<file path="src/rtl/audio_clip_player.sv">
// Multi-clip flash audio player: a programmable (start, length) clip table feeding
// a one-shot/looping stream from flash_manager to the AC97 sample output.
module audio_clip_player #(
    parameter int NUM_CLIPS = 8,
    parameter int ADDR_W    = 23,
    parameter int SAMPLE_W  = 8,
    parameter int DECIM     = 1,
    localparam int SEL_W    = $clog2(NUM_CLIPS)
) (
    input  logic                clock,
    input  logic                reset,
    input  logic                cfg_we,
    input  logic [SEL_W-1:0]    cfg_idx,
    input  logic [ADDR_W-1:0]   cfg_start,
    input  logic [ADDR_W-1:0]   cfg_len,
    input  logic [SEL_W-1:0]    sel,
    input  logic                trigger,
    input  logic                stop,
    input  logic                loop_en,
    input  logic                ready,
    input  logic [15:0]         frdata,
    input  logic                busy,
    output logic [ADDR_W-1:0]   raddr,
    output logic                doread,
    output logic [SAMPLE_W-1:0] to_ac97_data,
    output logic                playing,
    output logic                done,
    output logic [15:0]         underruns,
    output logic                state_dbg
);
    localparam int DW = (DECIM > 1) ? $clog2(DECIM) : 1;

    typedef enum logic {IDLE = 1'b0, PLAY = 1'b1} state_t;

    state_t              state_q, state_d;
    logic                trigger_q, ready_q;
    logic [ADDR_W-1:0]   start_tab_q [NUM_CLIPS];
    logic [ADDR_W-1:0]   len_tab_q   [NUM_CLIPS];
    logic [ADDR_W-1:0]   cur_start_q, cur_start_d;
    logic [ADDR_W-1:0]   cur_len_q, cur_len_d;
    logic [ADDR_W-1:0]   offset_q, offset_d;
    logic [DW-1:0]       decim_q, decim_d;
    logic [ADDR_W-1:0]   raddr_q, raddr_d;
    logic [SAMPLE_W-1:0] sample_q, sample_d;
    logic                done_q, done_d;
    logic [15:0]         under_q, under_d;

    logic                trig_re, rdy_re, cfg_ok, sel_ok;
    logic [ADDR_W-1:0]   sel_start, sel_len, offset_inc;

    assign trig_re    = trigger & ~trigger_q;
    assign rdy_re     = ready & ~ready_q;
    assign cfg_ok     = ({{(32-SEL_W){1'b0}}, cfg_idx} < NUM_CLIPS);
    assign sel_ok     = ({{(32-SEL_W){1'b0}}, sel} < NUM_CLIPS);
    // The table is read before this cycle's cfg write lands, so a same-cycle
    // write/trigger on one entry plays the old contents.
    assign sel_start  = sel_ok ? start_tab_q[sel] : '0;
    assign sel_len    = sel_ok ? len_tab_q[sel] : '0;
    assign offset_inc = offset_q + ADDR_W'(1);

    always_comb begin
        state_d     = state_q;
        cur_start_d = cur_start_q;
        cur_len_d   = cur_len_q;
        offset_d    = offset_q;
        decim_d     = decim_q;
        raddr_d     = raddr_q;
        sample_d    = sample_q;
        done_d      = 1'b0;
        under_d     = under_q;
        if (stop) begin
            state_d  = IDLE;
            sample_d = '0;
        end else if (trig_re) begin
            if (sel_len != '0) begin
                state_d     = PLAY;
                cur_start_d = sel_start;
                cur_len_d   = sel_len;
                raddr_d     = sel_start;
                offset_d    = '0;
                decim_d     = '0;
            end else begin
                state_d  = IDLE;
                sample_d = '0;
                done_d   = 1'b1;
            end
        end else if (state_q == PLAY && rdy_re) begin
            if (busy) begin
                if (under_q != 16'hFFFF) under_d = under_q + 16'd1;
            end else begin
                sample_d = frdata[15:16-SAMPLE_W];
            end
            if (decim_q == DW'(DECIM - 1)) begin
                decim_d = '0;
                if (offset_inc == cur_len_q) begin
                    done_d = 1'b1;
                    if (loop_en) begin
                        offset_d = '0;
                        raddr_d  = cur_start_q;
                    end else begin
                        state_d  = IDLE;
                        sample_d = '0;
                    end
                end else begin
                    offset_d = offset_inc;
                    raddr_d  = cur_start_q + offset_inc;
                end
            end else begin
                decim_d = decim_q + DW'(1);
            end
        end
    end

    always_ff @(posedge clock) begin
        if (reset) begin
            state_q     <= IDLE;
            trigger_q   <= 1'b0;
            ready_q     <= 1'b0;
            cur_start_q <= '0;
            cur_len_q   <= '0;
            offset_q    <= '0;
            decim_q     <= '0;
            raddr_q     <= '0;
            sample_q    <= '0;
            done_q      <= 1'b0;
            under_q     <= '0;
            for (int i = 0; i < NUM_CLIPS; i++) begin
                start_tab_q[i] <= '0;
                len_tab_q[i]   <= '0;
            end
        end else begin
            state_q     <= state_d;
            trigger_q   <= trigger;
            ready_q     <= ready;
            cur_start_q <= cur_start_d;
            cur_len_q   <= cur_len_d;
            offset_q    <= offset_d;
            decim_q     <= decim_d;
            raddr_q     <= raddr_d;
            sample_q    <= sample_d;
            done_q      <= done_d;
            under_q     <= under_d;
            if (cfg_we && cfg_ok) begin
                start_tab_q[cfg_idx] <= cfg_start;
                len_tab_q[cfg_idx]   <= cfg_len;
            end
        end
    end

    assign raddr        = raddr_q;
    assign doread       = (state_q == PLAY);
    assign playing      = (state_q == PLAY);
    assign to_ac97_data = sample_q;
    assign done         = done_q;
    assign underruns    = under_q;
    assign state_dbg    = state_q;
endmodule

</file>
<file path="config.mk">
export PLATFORM = sky130hd
export DESIGN_NAME = audio_clip_player
export DESIGN_NICKNAME = d
export VERILOG_FILES = /design/src/rtl/audio_clip_player.sv
export SDC_FILE = /design/constraint.sdc
export NUM_CORES = 1
export LEC_CHECK = 0
export BUFFER_PORTS_ARGS = -buffer_cell sky130_fd_sc_hd__buf_2
export CAP_MARGIN = 20
export CORE_MARGIN = 2
export CORE_UTILIZATION = 45
export DETAILED_ROUTE_END_ITERATION = 8
export GPL_TIMING_DRIVEN = 0
export SLEW_MARGIN = 25
export SYNTH_ARGS = -nofsm -noshare
export SYNTH_HDL_FRONTEND = slang
export SYNTH_SLANG_ARGS = --single-unit
</file>
<file path="constraint.sdc">
create_clock -name clock -period 5.51 [get_ports clock]
set_input_delay 1.653 -clock clock [delete_from_list [all_inputs] [get_ports clock]]
set_output_delay 1.653 -clock clock [all_outputs]
set_load 0.02 [all_outputs]
</file>
==> summary.md <==
| Metric | Value |
|---|---|
| Final Net Count | `2181` |
| CP required | `roughly 6000 ps` |
| Slowest cell on crit path | `a2111oi_0` |
| # IOs | `between 100 and 150` |
| IO Port Bufs | `between 100 and 150` |
| Post-CTS Setup Inserts | `0` |
| WP data arrival | `between 5000 and 6000 ps` |
| Largest net degree at the start of global routing | `34` |
| First-pass GRT wire length | `101000 um` |
| Max Fanout on Critical Path | `10` |
| Cell mode on critical path | `clkbuf_1` |
| Post-synth EDFFs | `about 370` |
| GPL Wtd Cong | `around 0.9` |
| Measured slew at the worst slew-check pin | `around 900 ps` |
| Hold_buf cts | `0` |
| Clock buffer depth | `3` |
| Synth area leaders | `edfxtp_1 (46%), dfxtp_1 (9.9%), and2_1 (9.6%)` |
| R2r worst-path depth | `14` |
| Ys async rst share | `0%` |
| Tcrit/Tclk final | `96.5%` |
| WP buf/inv | `3` |
| Tmin final | `~5300 ps` |
| Synthesized area per cell | `approximately 13 um^2` |
| H-tree Lvls | `2` |
| CP Cell Sequence | `clkbuf_1 > clkbuf_1 > o221ai_1 > a2111oi_0 > o211ai_1 > nand2_1 > clkbuf_1 > mux2i_1 > nor2_1` |
| RSZ-0062 raised after global routing | `no` |
| Status | `finished, final reports clean` |
| Cell-internal power | `around 6400 uW` |
| CTS tree | `yes` |
| Final Hold Viols | `0` |
| WS Path Type | `in2reg` |
| CTS sink count | `slightly below 500` |
| Seq pwr share | `roughly half` |
| Initial Utilization | `45.8%` |
| Hpwl dp | `about 47000 um` |
| Per-cell routed wire length | `24.3 um` |
| Setup tns final | `0 ps` |
| Fmax | `about 190 MHz` |
| Sequential fraction of the synthesis area | `approximately 56%` |
| Top delay family on crit path | `buffers and inverters` |
| Synth Area in Compound Gates | `about 6.5%` |
| YS warnings | `0` |
| Vias in the first global route | `about 16000` |
| Cells on Worst Hold Path | `1` |
| Number of antenna-violating nets in the routed design | `0` |
| Worst hold path type | `reg2reg` |
| Vias per cell | `5.71` |
| Cell row count | `84` |
| Setup violations, final | `0` |
| Total Wirelength | `between 60000 and 70000 um` |
| Startpoint Class | `input pin` |
| Setup crit end kind | `flip-flop` |
| DRC errors left | `0` |
| Congestion Overflow GR | `0` |
| Placeable core area | `between 0.05 and 0.06 mm^2` |
| Routed vias | `between 15000 and 20000` |
| Worst-case clock skew | `21.6 ps` |
| Syn Nets | `approximately 2000` |
| Leading register cell type out of synthesis | `edfxtp_1` |
| Post-synth top area cell | `edfxtp_1` |
| Iteration-0 DRC Markers | `roughly 1400` |
| Post-synthesis mux area share | `about an eighth` |
| CP peak stage delay | `860 ps` |
| Area grow syn2layout | `13.7%` |
| Die W | `around 240 um` |
| Worst-path clk slew | `roughly 60 ps` |
| Crit path depth | `9` |
| Sw frac | `23.9%` |
| Final core occ | `between 50% and 60%` |
| Initial antenna violation count | `8` |
| Slew margin rel. | `a little under two fifths` |
| Largest family of logic cells by synthesized area | `simple AND/OR/NAND/NOR gates` |
| Post-synthesis xor/xnor area fraction | `about 2.8%` |
| Num CTS Buffers | `52` |
| DIE AREA | `0.0556 mm^2` |
| Die H | `236 um` |
| Post-synth top area share | `between 40 and 50%` |
| Synth Area in Simple Gates | `roughly 18%` |
| Worst-skew pair later-pin latency | `610 ps` |
| Adder-Cell Fraction of Synth Area | `~1.7%` |
| Tot GR Track Use | `between 20 and 25%` |
| Pwr/cell area | `about 300 mW/mm^2` |
| Cts repair resizes | `1` |
| VDD IR-drop max | `roughly 230 uV` |
| Share of layout cells above drive strength 1 | `about a fifth` |
| Synthesized cell area | `about 0.024 mm^2` |
| Synth cell types | `80` |
| Lkg Pwr | `0.0105 uW` |
| Drt pass-1 iters | `5` |
| Clock root buffer | `clkbuf_16` |
| Clock share of power | `between 40 and 50%` |
| NetSw | `~2000 uW` |
| # Max-Cap Violations | `0` |
| Max Slew Vio Count | `0` |
| Mapped Cells | `about 1900` |
| Power share of the combinational group | `approximately 9.1%` |
| Synthesized flop and latch total | `about 490` |
layer usage:
layer | track usage (%) | vias up | wire (um)
met2 | 40.3 | 483 | 32500
met1 | 32.7 | 8034 | 29600
met5 | 0 | - | 60
met4 | 7.87 | 10 | 1880
met3 | 4.44 | 101 | 4030
li1 | - | 7360 | -
power groups by stage:
stage | Combinational (uW) | Sequential [uW] | Clock, uW
2_1_floorplan | 464 | 4290 | 0
3_3_place_gp | 746 | 4300 | 0
3_5_place_dp | 773 | 4310 | 0
4_1_cts | 776 | 4230 | 3520
6_report | 775 | 4230 | 3470
5_1_grt | 827 | 4250 | 3660
registers in the layout (all words and copies together), names as in the netlist:
name,cells
cur_len_q,23
cur_start_q,23
done,1
doread,1
len_tab_q,184
offset_q,23
raddr,23
ready_q,1
start_tab_q,184
to_ac97_data,8
trigger_q,1
underruns,16
through the flow:
stage          cells  hold slack (ps)  area, um^2  total power, uW  setup WS [ps]
5_1_grt         2801              487       27500             8730           47.3
2_1_floorplan   1895              472       24200             4750           1210
4_1_cts         2800              464       27500             8530            244
3_5_place_dp    2706              447       25800             5080           -688
3_3_place_gp    2698              440       25600             5050           -630
6_report        2802              464       27500             8470            191
placed cells by master (no fill, tap or decap), types with 8 or more instances in the layout:
master / count
clkbuf_1: 85
edfxtp_1: 368
mux2_2: 28
nor3b_1: 9
or2_4: 8
nand2_1: 61
nor3_1: 26
and2_1: 370
nand2b_1: 13
buf_4: 9
o21ai_0: 21
a31oi_1: 12
a21o_1: 12
mux4_2: 92
a22o_1: 25
nor2_1: 138
a21oi_1: 61
xnor2_1: 39
nor2b_1: 11
nand3_1: 14
clkbuf_16: 53
or3_1: 9
o22ai_1: 11
dfxtp_1: 120
nor4_1: 12
xor2_1: 32
or4_1: 8
a311oi_1: 13
ha_1: 32
and3_1: 19
nand4_1: 12
clkinv_1: 13
inv_1: 10
buf_2: 146
a211oi_1: 8
o2bb2ai_1: 14
mux2i_1: 67
kinds of logic (layout without fill, tap and decap cells):
family | count (synthesis) | in the layout
multiplexers | 191 | 191
other | 0 | 2
AO/OA/AOI/OAI | 223 | 223
flip-flops | 488 | 488
adder cells (fa/ha/maj) | 33 | 33
buffers and inverters | 137 | 354
AND/OR/NAND/NOR | 750 | 750
XOR/XNOR | 73 | 73
cell usage after synthesis (28+ instances only):
master / instances
a21oi_1: 61
and2_1: 370
buf_2: 30
clkbuf_1: 77
dfxtp_1: 120
edfxtp_1: 368
ha_1: 32
mux2_2: 28
mux2i_1: 67
mux4_2: 92
nand2_1: 61
nor2_1: 138
xnor2_1: 39
xor2_1: 32
cell type report:
| class | count | area, um^2 |
|---|---|---|
| Clock inverter | 28 | 249 |
| Fill cell | 4571 | 25400 |
| Timing Repair Buffer | 123 | 758 |
| Tap cell | 688 | 861 |
| Sequential cell | 488 | 13500 |
| Multi-Input combinational cell | 1270 | 10200 |
| Clock buffer | 66 | 1410 |
| Buffer | 127 | 583 |
| Antenna cell | 2 | 5.00 |
| Inverter | 10 | 37.5 |
final timing paths:
| path | from | endpoint | slack, ps |
|---|---|---|---|
| min | raddr[21] | raddr[21] | 460 |
| min reg2reg | raddr[21] | raddr[21] | 460 |
| max reg2reg | offset_q[0] | raddr[19] | 460 |
| max | sel[2] | cur_len_q[8] | 190 |
(Power assumes the default switching activity.)
